<file path="src/rtl/mdio_link_poller.sv">
// -----------------------------------------------------------------------------
// mdio_link_poller
//
// Clause 22 MDIO master with two clients:
//   * a host command port (one read or write frame per accepted command), and
//   * a periodic link poller that reads BMSR (register 1) of four PHYs in
//     round-robin order and keeps one link status bit per port.
// A host command that is waiting wins over a pending poll. The poll is never
// dropped; it runs after the host frame.
//
// Ports
//   clk_125m   : sole clock, all logic on the rising edge
//   resetn     : synchronous active-low reset
//   mdc        : free-running management clock (half-period = MDC_DIV clk)
//   mdio_o     : MDIO output data (changes on the mdc 1->0 cycle)
//   mdio_t     : MDIO tristate enable, 1 = released
//   mdio_i     : MDIO input data (sampled on the mdc 0->1 cycle)
//   poll_en    : enables periodic link polling
//   cmd_valid  : host request, held until cmd_ready
//   cmd_ready  : one-cycle accept pulse, high in the first clk of the frame
//   cmd_write  : 1 = write frame, 0 = read frame
//   cmd_phy    : PHY address
//   cmd_reg    : register address
//   cmd_wdata  : write data
//   rsp_valid  : one-cycle completion pulse for host frames
//   rsp_rdata  : read data (0 after a write), held until the next rsp_valid
//   link_up    : per-port link status from the last BMSR poll
// -----------------------------------------------------------------------------
module mdio_link_poller #(
  parameter int unsigned MDC_DIV       = 25,
  parameter logic [4:0]  PHY_ADDR_BASE = 5'd0,
  parameter int unsigned POLL_INTERVAL = 125000
) (
  input  logic        clk_125m,
  input  logic        resetn,
  output logic        mdc,
  output logic        mdio_o,
  output logic        mdio_t,
  input  logic        mdio_i,
  input  logic        poll_en,
  input  logic        cmd_valid,
  output logic        cmd_ready,
  input  logic        cmd_write,
  input  logic [4:0]  cmd_phy,
  input  logic [4:0]  cmd_reg,
  input  logic [15:0] cmd_wdata,
  output logic        rsp_valid,
  output logic [15:0] rsp_rdata,
  output logic [3:0]  link_up
);

  localparam int DIV_W  = (MDC_DIV > 1) ? $clog2(MDC_DIV) : 1;
  localparam int POLL_W = (POLL_INTERVAL > 1) ? $clog2(POLL_INTERVAL) : 1;

  typedef enum logic [2:0] {S_IDLE, S_PRE, S_HDR, S_TA, S_DATA, S_DONE} state_t;

  // Everything after the preamble, MSB first: ST, OP, PHYAD, REGAD, TA, DATA.
  // Reads carry all-ones in TA/DATA; those bits are never driven (mdio_t=1).
  function automatic logic [31:0] frame_word(input logic wr, input logic [4:0] phy,
                                             input logic [4:0] regad, input logic [15:0] wdata);
    return {2'b01, (wr ? 2'b01 : 2'b10), phy, regad, (wr ? 2'b10 : 2'b11),
            (wr ? wdata : 16'hFFFF)};
  endfunction

  logic [DIV_W-1:0]  div_cnt_reg;
  logic              mdc_reg;
  logic [POLL_W-1:0] poll_cnt_reg;
  logic              poll_pending_reg;
  state_t            state_reg;
  logic [5:0]        bit_cnt_reg;
  logic [31:0]       tx_reg;
  logic [15:0]       rx_reg;
  logic              is_read_reg;
  logic              is_poll_reg;
  logic [1:0]        port_idx_reg;
  logic              mdio_o_reg;
  logic              mdio_t_reg;
  logic              cmd_ready_reg;
  logic              rsp_valid_reg;
  logic [15:0]       rsp_rdata_reg;
  logic [3:0]        link_up_reg;

  logic       div_wrap;
  logic       mdc_fall;
  logic       mdc_rise;
  logic       poll_wrap;
  logic       start_host;
  logic       start_poll;
  logic [5:0] bit_cnt_next;
  logic [4:0] poll_phy;

  assign div_wrap     = (div_cnt_reg == DIV_W'(MDC_DIV - 1));
  assign mdc_fall     = div_wrap & mdc_reg;
  assign mdc_rise     = div_wrap & ~mdc_reg;
  assign poll_wrap    = (poll_cnt_reg == POLL_W'(POLL_INTERVAL - 1));
  assign start_host   = (state_reg == S_IDLE) & mdc_fall & cmd_valid;
  assign start_poll   = (state_reg == S_IDLE) & mdc_fall & ~cmd_valid & poll_pending_reg & poll_en;
  assign bit_cnt_next = bit_cnt_reg + 6'd1;
  assign poll_phy     = PHY_ADDR_BASE + {3'b000, port_idx_reg};

  // Free-running MDC divider.
  always_ff @(posedge clk_125m) begin
    if (!resetn) begin
      div_cnt_reg <= '0;
      mdc_reg     <= 1'b0;
    end else if (div_wrap) begin
      div_cnt_reg <= '0;
      mdc_reg     <= ~mdc_reg;
    end else begin
      div_cnt_reg <= div_cnt_reg + DIV_W'(1);
    end
  end

  // Poll timer and pending flag. Starting a poll consumes the flag even when
  // the timer wraps on the same cycle, so a wrap never queues a second poll.
  always_ff @(posedge clk_125m) begin
    if (!resetn) begin
      poll_cnt_reg     <= '0;
      poll_pending_reg <= 1'b0;
    end else begin
      poll_cnt_reg <= poll_wrap ? '0 : poll_cnt_reg + POLL_W'(1);
      if (!poll_en || start_poll) begin
        poll_pending_reg <= 1'b0;
      end else if (poll_wrap) begin
        poll_pending_reg <= 1'b1;
      end
    end
  end

  // Frame sequencer. bit_cnt_reg is the index (0..63) of the bit on the bus.
  always_ff @(posedge clk_125m) begin
    if (!resetn) begin
      state_reg     <= S_IDLE;
      bit_cnt_reg   <= '0;
      tx_reg        <= '0;
      rx_reg        <= '0;
      is_read_reg   <= 1'b0;
      is_poll_reg   <= 1'b0;
      port_idx_reg  <= '0;
      mdio_o_reg    <= 1'b1;
      mdio_t_reg    <= 1'b1;
      cmd_ready_reg <= 1'b0;
      rsp_valid_reg <= 1'b0;
      rsp_rdata_reg <= '0;
      link_up_reg   <= '0;
    end else begin
      cmd_ready_reg <= 1'b0;
      rsp_valid_reg <= 1'b0;
      if (mdc_rise && state_reg == S_DATA) begin
        rx_reg <= {rx_reg[14:0], mdio_i};
      end
      case (state_reg)
        S_IDLE: begin
          mdio_o_reg <= 1'b1;
          mdio_t_reg <= 1'b1;
          if (start_host || start_poll) begin
            state_reg     <= S_PRE;
            bit_cnt_reg   <= '0;
            mdio_t_reg    <= 1'b0;
            is_poll_reg   <= start_poll;
            is_read_reg   <= start_poll | ~cmd_write;
            cmd_ready_reg <= start_host;
            tx_reg        <= start_host ? frame_word(cmd_write, cmd_phy, cmd_reg, cmd_wdata)
                                        : frame_word(1'b0, poll_phy, 5'd1, 16'hFFFF);
          end
        end
        S_PRE, S_HDR, S_TA, S_DATA: begin
          if (mdc_fall) begin
            if (bit_cnt_reg == 6'd63) begin
              state_reg  <= S_DONE;
              mdio_o_reg <= 1'b1;
              mdio_t_reg <= 1'b1;
              if (is_poll_reg) begin
                // All-ones BMSR means nothing answered: report link down.
                link_up_reg[port_idx_reg] <= (rx_reg == 16'hFFFF) ? 1'b0 : rx_reg[2];
                port_idx_reg <= port_idx_reg + 2'd1;
              end else begin
                rsp_valid_reg <= 1'b1;
                rsp_rdata_reg <= is_read_reg ? rx_reg : 16'h0000;
              end
            end else begin
              bit_cnt_reg <= bit_cnt_next;
              if (bit_cnt_next < 6'd32) begin
                mdio_o_reg <= 1'b1;
              end else begin
                mdio_o_reg <= tx_reg[31];
                tx_reg     <= {tx_reg[30:0], 1'b0};
                // Reads hand the bus to the PHY from the first TA bit onward.
                mdio_t_reg <= is_read_reg & (bit_cnt_next >= 6'd46);
                if (bit_cnt_next < 6'd46) begin
                  state_reg <= S_HDR;
                end else if (bit_cnt_next < 6'd48) begin
                  state_reg <= S_TA;
                end else begin
                  state_reg <= S_DATA;
                end
              end
            end
          end
        end
        S_DONE:  state_reg <= S_IDLE;
        default: state_reg <= S_IDLE;
      endcase
    end
  end

  assign mdc       = mdc_reg;
  assign mdio_o    = mdio_o_reg;
  assign mdio_t    = mdio_t_reg;
  assign cmd_ready = cmd_ready_reg;
  assign rsp_valid = rsp_valid_reg;
  assign rsp_rdata = rsp_rdata_reg;
  assign link_up   = link_up_reg;

endmodule

</file>
<file path="config.mk">
export PLATFORM = sky130hd
export DESIGN_NAME = mdio_link_poller
export DESIGN_NICKNAME = d
export VERILOG_FILES = /design/src/rtl/mdio_link_poller.sv
export SDC_FILE = /design/constraint.sdc
export NUM_CORES = 1
export LEC_CHECK = 0
export ABC_AREA = 1
export CORE_MARGIN = 2
export CORE_UTILIZATION = 40
export CTS_CLUSTER_DIAMETER = 80
export DETAILED_ROUTE_END_ITERATION = 12
export MAX_ROUTING_LAYER = met4
export PLACE_DENSITY = 0.69
export SLEW_MARGIN = 20
export SYNTH_ARGS = -nofsm -noshare
export SYNTH_HDL_FRONTEND = slang
export SYNTH_SLANG_ARGS = --single-unit
</file>
<file path="constraint.sdc">
create_clock -name clk_125m -period 1.9 [get_ports clk_125m]
set_input_delay 0.19 -clock clk_125m [delete_from_list [all_inputs] [get_ports clk_125m]]
set_output_delay 0.19 -clock clk_125m [all_outputs]
set_load 0.01 [all_outputs]
</file>
==> key figures, run 1 <==
Worst setup path
  – Crit path DAT: 2030 ps
  – Crit-path max FO: 7
  – WS Path Type: reg -> reg
  – CP startpoint kind: flip-flop
  – Worst setup EP type: flip-flop
  – Worst Path Required: 2140 ps

CTS
  – Max Buffers Root-to-Sink: 2
  – H-Tree Level Count: 3
  – TritonCTS clock tree: built
  – TritonCTS Buffers: 9
  – Worst-Skew Late Latency: 350 ps
  – CTS Root Buffer Type: clkbuf_16
  – Clk sink count: 109
  – Clk pin slew, worst setup/hold paths: 80 ps

Yosys
  – Yosys synthesis warning count: 0
  – Sequential share of the synthesized area: 0.425
  – Synth Net Count: 788
  – Yosys cell types: 43
  – Most used DFF post-synth: dfxtp_1
  – Post-synthesis cell count: 748
  – Synth Register Bits: 109
  – Mapped cell area: 0.00513 sq mm
  – EDFF count, synth: 0
  – Synthesized area per cell: 6.86 sq um
  – Async SR Flop Fraction: 0

Placement
  – Pre-CTS setup slack: 47.2 ps
  – GP Congestion: 0.874
  – Placed Instance Area: 0.00598 sq mm
  – IO Port Bufs: 56
  – Post-DP HPWL: 8.23 mm

STA
  – RSZ-0062 raised after global routing: true
  – Crit share post-route: 0.942
  – Final max-slew violation count: 0
  – Final WS setup: 110 ps
  – Setup-failing EPs final: 0
  – Fmax: 559 MHz
  – Post-route setup TNS: 0 ps
  – Fin. Hold Viols: 0
  – Clock Skew: 8.98 ps
  – Slew Limit Headroom: 0.734
  – Worst-Margin Slew: 395 ps
  – Minimum clock period: 1790 ps

Die
  – FP Rows: 41
  – Die W: 117 um
  – Core Box Area: 0.0126 sq mm
  – Die H: 117 um
  – Initial core utilization: 0.408
  – # IOs: 57
  – Die area: 0.0138 sq mm

Detailed routing
  – Drt initial violations: 277
  – Drt total wl: 11.7 mm
  – Vias: 4735
  – WL/cell: 11.7 um
  – Final routed DRC violation total: 0
  – Vias/cell: 4.74
  – Post-detailed-route count of antenna-violating nets: 0
  – DRT Pass-1 Iters: 4

Pwr
  – Psw: 2830 uW
  – Power Total: 7490 uW
  – Sw Ratio: 0.377
  – Int Pwr: 4670 uW
  – VDD IR-drop max: 0.661 mV
  – P_leak: 0.00273 uW
  – Comb pwr share: 0.385
  – Power density over the cells: 1180 mW/mm^2
  – Flop pwr share: 0.370
  – Clock share of power: 0.245

Job
  – Maxcap violations: 0

Layout
  – Largest register FFs: 32
  – Nets: 861
  – P&R area growth vs syn: 24.1%
  – Fillers: 1258
  – ANT cells: 0
  – Layout cells sized above 1: 0.104
  – Final Cell Area: 0.00637 sq mm

Outcome
  – Status: completed

Global route
  – Global Route Usage Sum: 0.180
  – Total congestion overflow: 0
  – Vias in the first global route: 4262
  – Initial antenna violation count: 0
  – Largest net degree at the start of global routing: 30
  – First-pass GRT wire length: 19.2 mm

Worst hold path
  – Min-delay worst type: in -> reg
-- per-layer routing --
| metal | track usage | vias up | routed length [um] |
|---|---|---|---|
| met3 | 0.0350 | 19 | 504 |
| met5 | - | - | 0 |
| met1 | 0.234 | 2126 | 5730 |
| li1 | - | 2501 | - |
| met4 | 0.0573 | 0 | 222 |
| met2 | 0.283 | 89 | 5200 |
-- cells in the mapped netlist (5+ instances only) --
cell / number / area [sq um]
nand2_1: 167 / 627
nor2_1: 138 / 518
dfxtp_1: 109 / 2180
inv_1: 95 / 357
o21ai_0: 54 / 270
a21oi_1: 38 / 190
nand3_1: 33 / 165
buf_2: 12 / 60.1
nand4_1: 12 / 75.1
clkbuf_1: 11 / 41.3
ha_1: 8 / 100
nor3_1: 7 / 35.0
a22oi_1: 6 / 45.0
o31ai_1: 6 / 45.0
inv_2: 5 / 18.8
-- placed cells by master, fill, tap and decap left out, drive strengths merged --
cell type	synthesis	layout
o211ai	1	1
nand3	35	35
a211oi	1	1
nor3b	3	3
clkinv	1	3
xor2	4	4
o31ai	7	7
a22oi	6	6
nand4	14	14
o21bai	1	1
xnor2	1	1
nor4	1	1
nand2	170	170
clkinvlp	0	1
nor2	143	143
ha	8	8
a221oi	1	1
a21oi	38	38
a31oi	3	3
o21ai	55	55
or2	2	2
o22ai	1	1
dfxtp	109	109
nor3	9	9
a21boi	1	1
buf	19	37
inv	100	103
clkdlybuf4s50	0	55
nand3b	3	3
clkbuf	11	10
-- kinds of logic after synthesis --
logic type	synth area share
AOI/OAI and AO/OA	0.123
xor gates and xnor gates	0.00853
and+or+nand+nor	0.318
adders and majority gates	0.0195
DFF	0.425
buffers and inverters	0.106
-- through the flow --
stage | cells | utilization | hold WS, ps
after floorplan | 748 | - | 315
after global placement | 977 | 0.476 | 431
after detailed placement | 977 | 0.476 | 453
after CTS | 993 | 0.499 | 198
after global routing | 998 | 0.507 | 218
final | 998 | 0.507 | 218
-- layout make-up --
cell class,instances,area [sq um],share of cell area
timing repair buffer,92,846,0.133
clock inverter,6,51.3,0.00805
inverter,101,382,0.0599
tap,172,215,0.0338
multi-input combinational,508,2450,0.385
clock buffer,10,239,0.0375
sequential,109,2180,0.343
-- power by group through the flow --
stage                     combinational, uW  clock (uW)  sequential, uW
after global placement                 2760           0            2820
after detailed placement               2780           0            2830
final                                  2880        1830            2770
after CTS                              2800        1870            2770
after global routing                   3340        1980            2810
after floorplan                        2170           0            2790
-- worst max-delay path, stage by stage (launching register included) --
cell and delay (ps):
dfxtp_2 340, inv_1 50, ha_2 180, nand2_4 60, nand3b_4 180, nor2_4 160, nand2_4 90, buf_6 140
nor2_2 60, buf_4 150, a22oi_1 70, nor2_1 130, nor2_1 60
-- path summary, 6_finish.rpt --
kind	from	to	slack, ps	depth (start not counted)
max	div_cnt_reg[0]	tx_reg[15]	110	12
min	resetn	rx_reg[11]	220	3
max reg2reg	div_cnt_reg[0]	tx_reg[15]	110	12
min reg2reg	div_cnt_reg[0]	div_cnt_reg[0]	430	1
-- what timing repair did --
item / CTS / global route
endpoints found under the hold margin: 0 / 0
gates resized for setup: 0 / 19
setup buffers: 0 / 5
setup endpoints to repair: 0 / 44
hold buffers: 0 / 0
(Power assumes the default switching activity.)
==> run 2, diff against run 1 <==
- CTS_CLUSTER_SIZE: not set -> 12
- PLACE_DENSITY: 0.69 -> not set
- clock period: 1.9 -> 2 ns (I/O delays scaled with it)
==> run 2 against run 1 <==
  * Die area is the same
  * Total power grew 2.1%
  * Sequential power shrank 5%
  * Cell area is essentially flat
  * Critical path type unchanged
  * Largest cell class unchanged
  * Largest power group unchanged
  * Highest routed layer unchanged
==> key figures, run 2 (synthesized netlist as in run 1, its figures left out) <==
STA
  – Clock Skew: 7.12 ps (was 8.98 ps)
  – Fmax: 527 MHz (was 559 MHz)
  – Crit share post-route: 0.949 (was 0.942)
  – Hold Slack: 197 ps (was 218 ps)
  – Minimum clock period: 1900 ps (was 1790 ps)
  – Slew Limit Headroom: 0.652 (was 0.734)
  – Fin. Hold Viols: 0 (unchanged)
  – Worst-Margin Slew: 521 ps (was 395 ps)
  – Final max-slew violation count: 0 (unchanged)
  – Setup-failing EPs final: 0 (unchanged)

Pwr
  – P_leak: 0.00271 uW (was 0.00273 uW)
  – Power density over the cells: 1200 mW/mm^2 (was 1180 mW/mm^2)
  – VDD IR-drop max: 0.454 mV (was 0.661 mV)

Global route
  – First-pass GRT wire length: 19.7 mm (was 19.2 mm)
  – Global Route Usage Sum: 0.186 (was 0.180)
  – Initial antenna violation count: 0 (unchanged)
  – Vias in the first global route: 4347 (was 4262)
  – Largest net degree at the start of global routing: 61 (was 30)
  – Total congestion overflow: 0 (unchanged)

Die
  – # IOs: 57 (unchanged)
  – Die area: 0.0138 sq mm (unchanged)
  – Core Box Area: 0.0126 sq mm (unchanged)
  – Initial core utilization: 0.408 (unchanged)
  – Die W: 117 um (unchanged)
  – FP Rows: 41 (unchanged)
  – Die H: 117 um (unchanged)

CTS
  – H-Tree Level Count: 3 (unchanged)
  – TritonCTS clock tree: built (unchanged)
  – Clk sink count: 109 (unchanged)
  – Max Buffers Root-to-Sink: 2 (unchanged)
  – Worst-Skew Late Latency: 360 ps (was 350 ps)
  – CTS Root Buffer Type: clkbuf_16 (unchanged)
  – Post-CTS Hold Fix Bufs: 0 (unchanged)
  – Clk pin slew, worst setup/hold paths: 70 ps (was 80 ps)
  – TritonCTS Buffers: 9 (unchanged)

Placement
  – Post-DP HPWL: 8.33 mm (was 8.23 mm)
  – GP Congestion: 0.818 (was 0.874)
  – Cell count after placement: 960 (was 977)
  – IO Port Bufs: 56 (unchanged)
  – Placed Instance Area: 0.00587 sq mm (was 0.00598 sq mm)

Worst hold path
  – Hold Path End: mdio_o (was rx_reg[11])
  – Hold path cells: 2 (was 3)
  – Min-delay worst type: in -> reg (unchanged)
  – Hold Path Origin: resetn (unchanged)

Worst setup path
  – Crit-path cells: inv_1 -> ha_1 -> nand2_2 -> nand3b_4 -> nand2_4 -> nand2_4 -> nor2_4 -> nand3_4 -> clkbuf_16 -> nor2_1 -> nor2_1 (was inv_1 -> ha_2 -> nand2_4 -> nand3b_4 -> nor2_4 -> nand2_4 -> buf_6 -> nor2_2 -> buf_4 -> a22oi_1 -> nor2_1 -> nor2_1)
  – CP top delay family: simple AND/OR/NAND/NOR gates (unchanged)
  – Worst Path Required: 2250 ps (was 2140 ps)
  – Crit-path max FO: 8 (was 7)
  – WS Path Type: reg -> reg (unchanged)
  – CP startpoint kind: flip-flop (unchanged)
  – CP max stage delay: 330 ps (was 340 ps)
  – Reg2reg start: div_cnt_reg[1] (was div_cnt_reg[0])
  – Buf+Inv Stages, Crit Path: 2 (was 3)
  – R2r endpoint: tx_reg[15] (unchanged)
  – Worst setup EP type: flip-flop (unchanged)
  – R2R setup slack: 100 ps (was 110 ps)
  – CP max-delay cell: dfxtp_2 (unchanged)
  – Worst Reg-to-Reg Cells: 11 (was 12)
  – Crit path DAT: 2150 ps (was 2030 ps)

Outcome
  – Status: completed (unchanged)

Layout
  – Final Instance Count excl. Fillers: 984 (was 998)
  – Footprint of the multi-input gates: 0.00247 sq mm (was 0.00245 sq mm)
  – Largest register FFs: 32 (unchanged)
  – Most common cell after layout, fill and taps aside: nand2_1 (unchanged)
  – Nets: 847 (was 861)
  – Fillers: 1242 (was 1258)
  – Layout cells sized above 1: 0.0887 (was 0.104)
  – ANT cells: 0 (unchanged)
  – Fin util: 0.507 (about the same)
  – Most frequent cells in the layout: 162 x nand2_1, 138 x nor2_1, 107 x dfxtp_1 (was 164 x nand2_1, 136 x nor2_1, 107 x dfxtp_1)
  – Final Cell Area: 0.00638 sq mm (was 0.00637 sq mm)
  – P&R area growth vs syn: 24.2% (was 24.1%)
  – Register area: 0.00218 sq mm (unchanged)

Detailed routing
  – DRT Pass-1 Iters: 4 (unchanged)
  – WL/cell: 12.6 um (was 11.7 um)
  – Drt total wl: 12.4 mm (was 11.7 mm)
  – Final routed DRC violation total: 0 (unchanged)
  – Drt initial violations: 194 (was 277)
  – Post-detailed-route count of antenna-violating nets: 0 (unchanged)
  – Vias/cell: 4.81 (was 4.74)
  – Vias: 4729 (was 4735)

Job
  – Maxcap violations: 0 (unchanged)
run 2: cell types whose count changed in the layout (fill, tap and decap cells not counted), moves of 2 or more:
| cell | before | now |
|---|---|---|
| inv_8 | 0 | 2 |
| nor2_1 | 136 | 138 |
| clkinv_4 | 2 | 0 |
| buf_4 | 33 | 15 |
| nand2_1 | 164 | 162 |
| nor2_2 | 4 | 2 |
| clkbuf_16 | 9 | 12 |
run 2: through the flow:
step	power, uW	TNS (ps)	setup slack [ps]
2_1_floorplan	4710	0	289
3_3_place_gp	5170	0	106
3_5_place_dp	5220	0	66.4
4_1_cts	7130	0	57.5
5_1_grt	8230	-51.0	-21.6
6_report	7650	0	102
run 2: how the worst max path moves through the flow:
stage	from	cells past startpoint	slack (ps)	end
after floorplan	div_cnt_reg[0]	14	290	tx_reg[13]
after global placement	bit_cnt_reg[0]	13	110	bit_cnt_reg[3]
after detailed placement	div_cnt_reg[1]	12	70	tx_reg[15]
after CTS	div_cnt_reg[1]	12	60	tx_reg[15]
after global routing	div_cnt_reg[1]	11	-20	tx_reg[15]
final	div_cnt_reg[1]	11	100	tx_reg[15]
run 2: timing repair:
item	in CTS	in global routing
endpoints found under the setup margin	0	45
resized for setup	0	18
endpoints found under the hold margin	0	0
setup buffers	0	3
run 2: cell type report:
| class | count | area share |
|---|---|---|
| Multi-Input combinational cell | 508 | 0.387 |
| Sequential cell | 109 | 0.343 |
| Timing Repair Buffer | 78 | 0.128 |
| Inverter | 101 | 0.0595 |
| Clock buffer | 10 | 0.0375 |
| Tap cell | 172 | 0.0338 |
| Clock inverter | 6 | 0.0122 |
run 2: power by group:
group / switching (uW) / internal [uW] / leakage (uW)
logic: 1850 / 1270 / 0.00167
registers: 144 / 2490 / 0.000886
clock network: 865 / 1030 / 0.000154
total: 2860 / 4790 / 0.00271
run 2: per-layer routing:
metal | wire length (um) | GRT usage | share of wire | vias to the layer above
met1 | 5730 | 0.227 | 0.46 | 2154
met2 | 5950 | 0.303 | 0.48 | 77
met4 | 232 | 0.0769 | 0.019 | 0
met3 | 439 | 0.0330 | 0.036 | 17
met5 | 0 | - | 0 | -
li1 | - | - | - | 2481
==> RTL change (config.mk and constraints of run 1) <==
The 6 states of `state_t` get a Gray code encoding in 3 bits.
--- a/src/rtl/mdio_link_poller.sv
+++ b/src/rtl/mdio_link_poller.sv
@@ -52,7 +52,7 @@
   localparam int DIV_W  = (MDC_DIV > 1) ? $clog2(MDC_DIV) : 1;
   localparam int POLL_W = (POLL_INTERVAL > 1) ? $clog2(POLL_INTERVAL) : 1;
 
-  typedef enum logic [2:0] {S_IDLE, S_PRE, S_HDR, S_TA, S_DATA, S_DONE} state_t;
+  typedef enum logic [2:0] {S_IDLE = 3'b000, S_PRE = 3'b001, S_HDR = 3'b011, S_TA = 3'b010, S_DATA = 3'b110, S_DONE = 3'b111} state_t;
 
   // Everything after the preamble, MSB first: ST, OP, PHYAD, REGAD, TA, DATA.
   // Reads carry all-ones in TA/DATA; those bits are never driven (mdio_t=1).
Function: same outputs for any inputs over 10 cycles, from zero or initial values and one cycle with resetn low; not proved beyond that.
==> RTL change against run 1 <==
  * Die area down 0.89%
  * First-iteration DRC count up 2.9%
  * Design area up 0.49%
  * Sequential cell count unchanged
  * Core utilization up 0.46 points
  * Setup slack worse by 0.042 ns
  * Synthesized area down 0.93%
  * Routed wire length down 4.4%
  * Non-clock buffer count down 1
  * Critical path type unchanged
Power is not compared: it rests on default switching activity, and its combinational part moved more than twofold at a synthesized area within 25%.
==> RTL change: results (changes against run 1) <==
Run status
  • Status: finished clean (unchanged)

Cells and area
  • Non-filler cells in the finished layout: 1009 (was 998)
  • Fillers: 1231 (was 1258)
  • Layout cells sized above 1: 10.0% (was 10.4%)

Synthesis
  • Synth Area in XOR/XNOR: 0.689% (was 0.853%)
  • Netlist cell types: 32 (was 43)
  • Yosys top cell area share: 42.9% (was 42.5%)
  • Commonest cells in the netlist: nand2_1 (172), nor2_1 (152), dfxtp_1 (109) (was nand2_1 (167), nor2_1 (138), dfxtp_1 (109))
  • Seq/Total Area, Yosys: 42.9% (was 42.5%)
  • Synth Net Count: 798 (was 788)

Placed design
  • Pre-CTS setup slack: -0.0422 ns (was 0.0472 ns)
  • Placed Area: 5960 um^2 (was 5980 um^2)
  • GP Congestion: 0.819 (was 0.874)
  • DP HPWL: 7370 um (was 8230 um)
  • DP Cell Count: 985 (was 977)

Global route
  • Largest net degree at the start of global routing: 81 (was 30)
  • First-pass GRT wire length: 19100 um (was 19200 um)
  • Vias in the first global route: 4346 (was 4262)
  • GRT Util Overall: 18.0% (about the same)

Drt
  • Detailed-route wire length per cell: 11.0 um (was 11.7 um)
  • DRT iter0 DRCs: 285 (was 277)

Setup path
  • Crit path DAT: 2.13 ns (was 2.03 ns)
  • CP max FO: 39 (was 7)
  • R2R depth: 11 (was 12)

Worst hold path
  • Hold Path End: tx_reg[31]$_SDFFE_PN0P_ (was rx_reg[11]$_SDFFE_PN0P_)
  • Hold Crit Depth: 4 (was 3)

STA
  • Tcrit/Tclk final: 96.4% (was 94.2%)
  • Rel. slew slack: 61.5% (was 73.4%)
  • Clock Skew: 0.00816 ns (was 0.00898 ns)
  • Fin Hold WS: 0.251 ns (was 0.218 ns)
[RTL change: changes by cell type in the layout (fill, tap and decap cells not counted), sizes merged, moves of 4 or more]
cell / run 1 / this run
nand3: 35 / 42
o21ai: 55 / 67
inv: 103 / 98
clkinv: 3 / 7
nor2: 143 / 153
a21oi: 38 / 32
[RTL change: metal layers]
metal / track usage (%) / up-vias / wire length, um
met3: 4.36 / 21 / 560
li1: - / 2538 / -
met1: 22.6 / 2133 / 5460
met4: 6.20 / 0 / 215
met5: - / - / 0
met2: 28.2 / 92 / 4910
[RTL change: final cells by class]
cell class	count	area [um^2]	share of cell area (%)
repair buffers	91	860	13.4
clock buffers	9	225	3.52
inverters	99	377	5.88
well taps	172	215	3.36
multi-input cells	522	2470	38.6
flip-flops and latches	109	2180	34.1
clock inverters	7	68.8	1.07
[RTL change: report_power, final]
group	total (uW)	internal [uW]	switching, uW	leakage, uW
Clock	1870	925	942	0.000143
Combinational	548	239	309	0.00164
Sequential	2410	2370	41.3	0.000883
Total	4830	3530	1290	0.00267
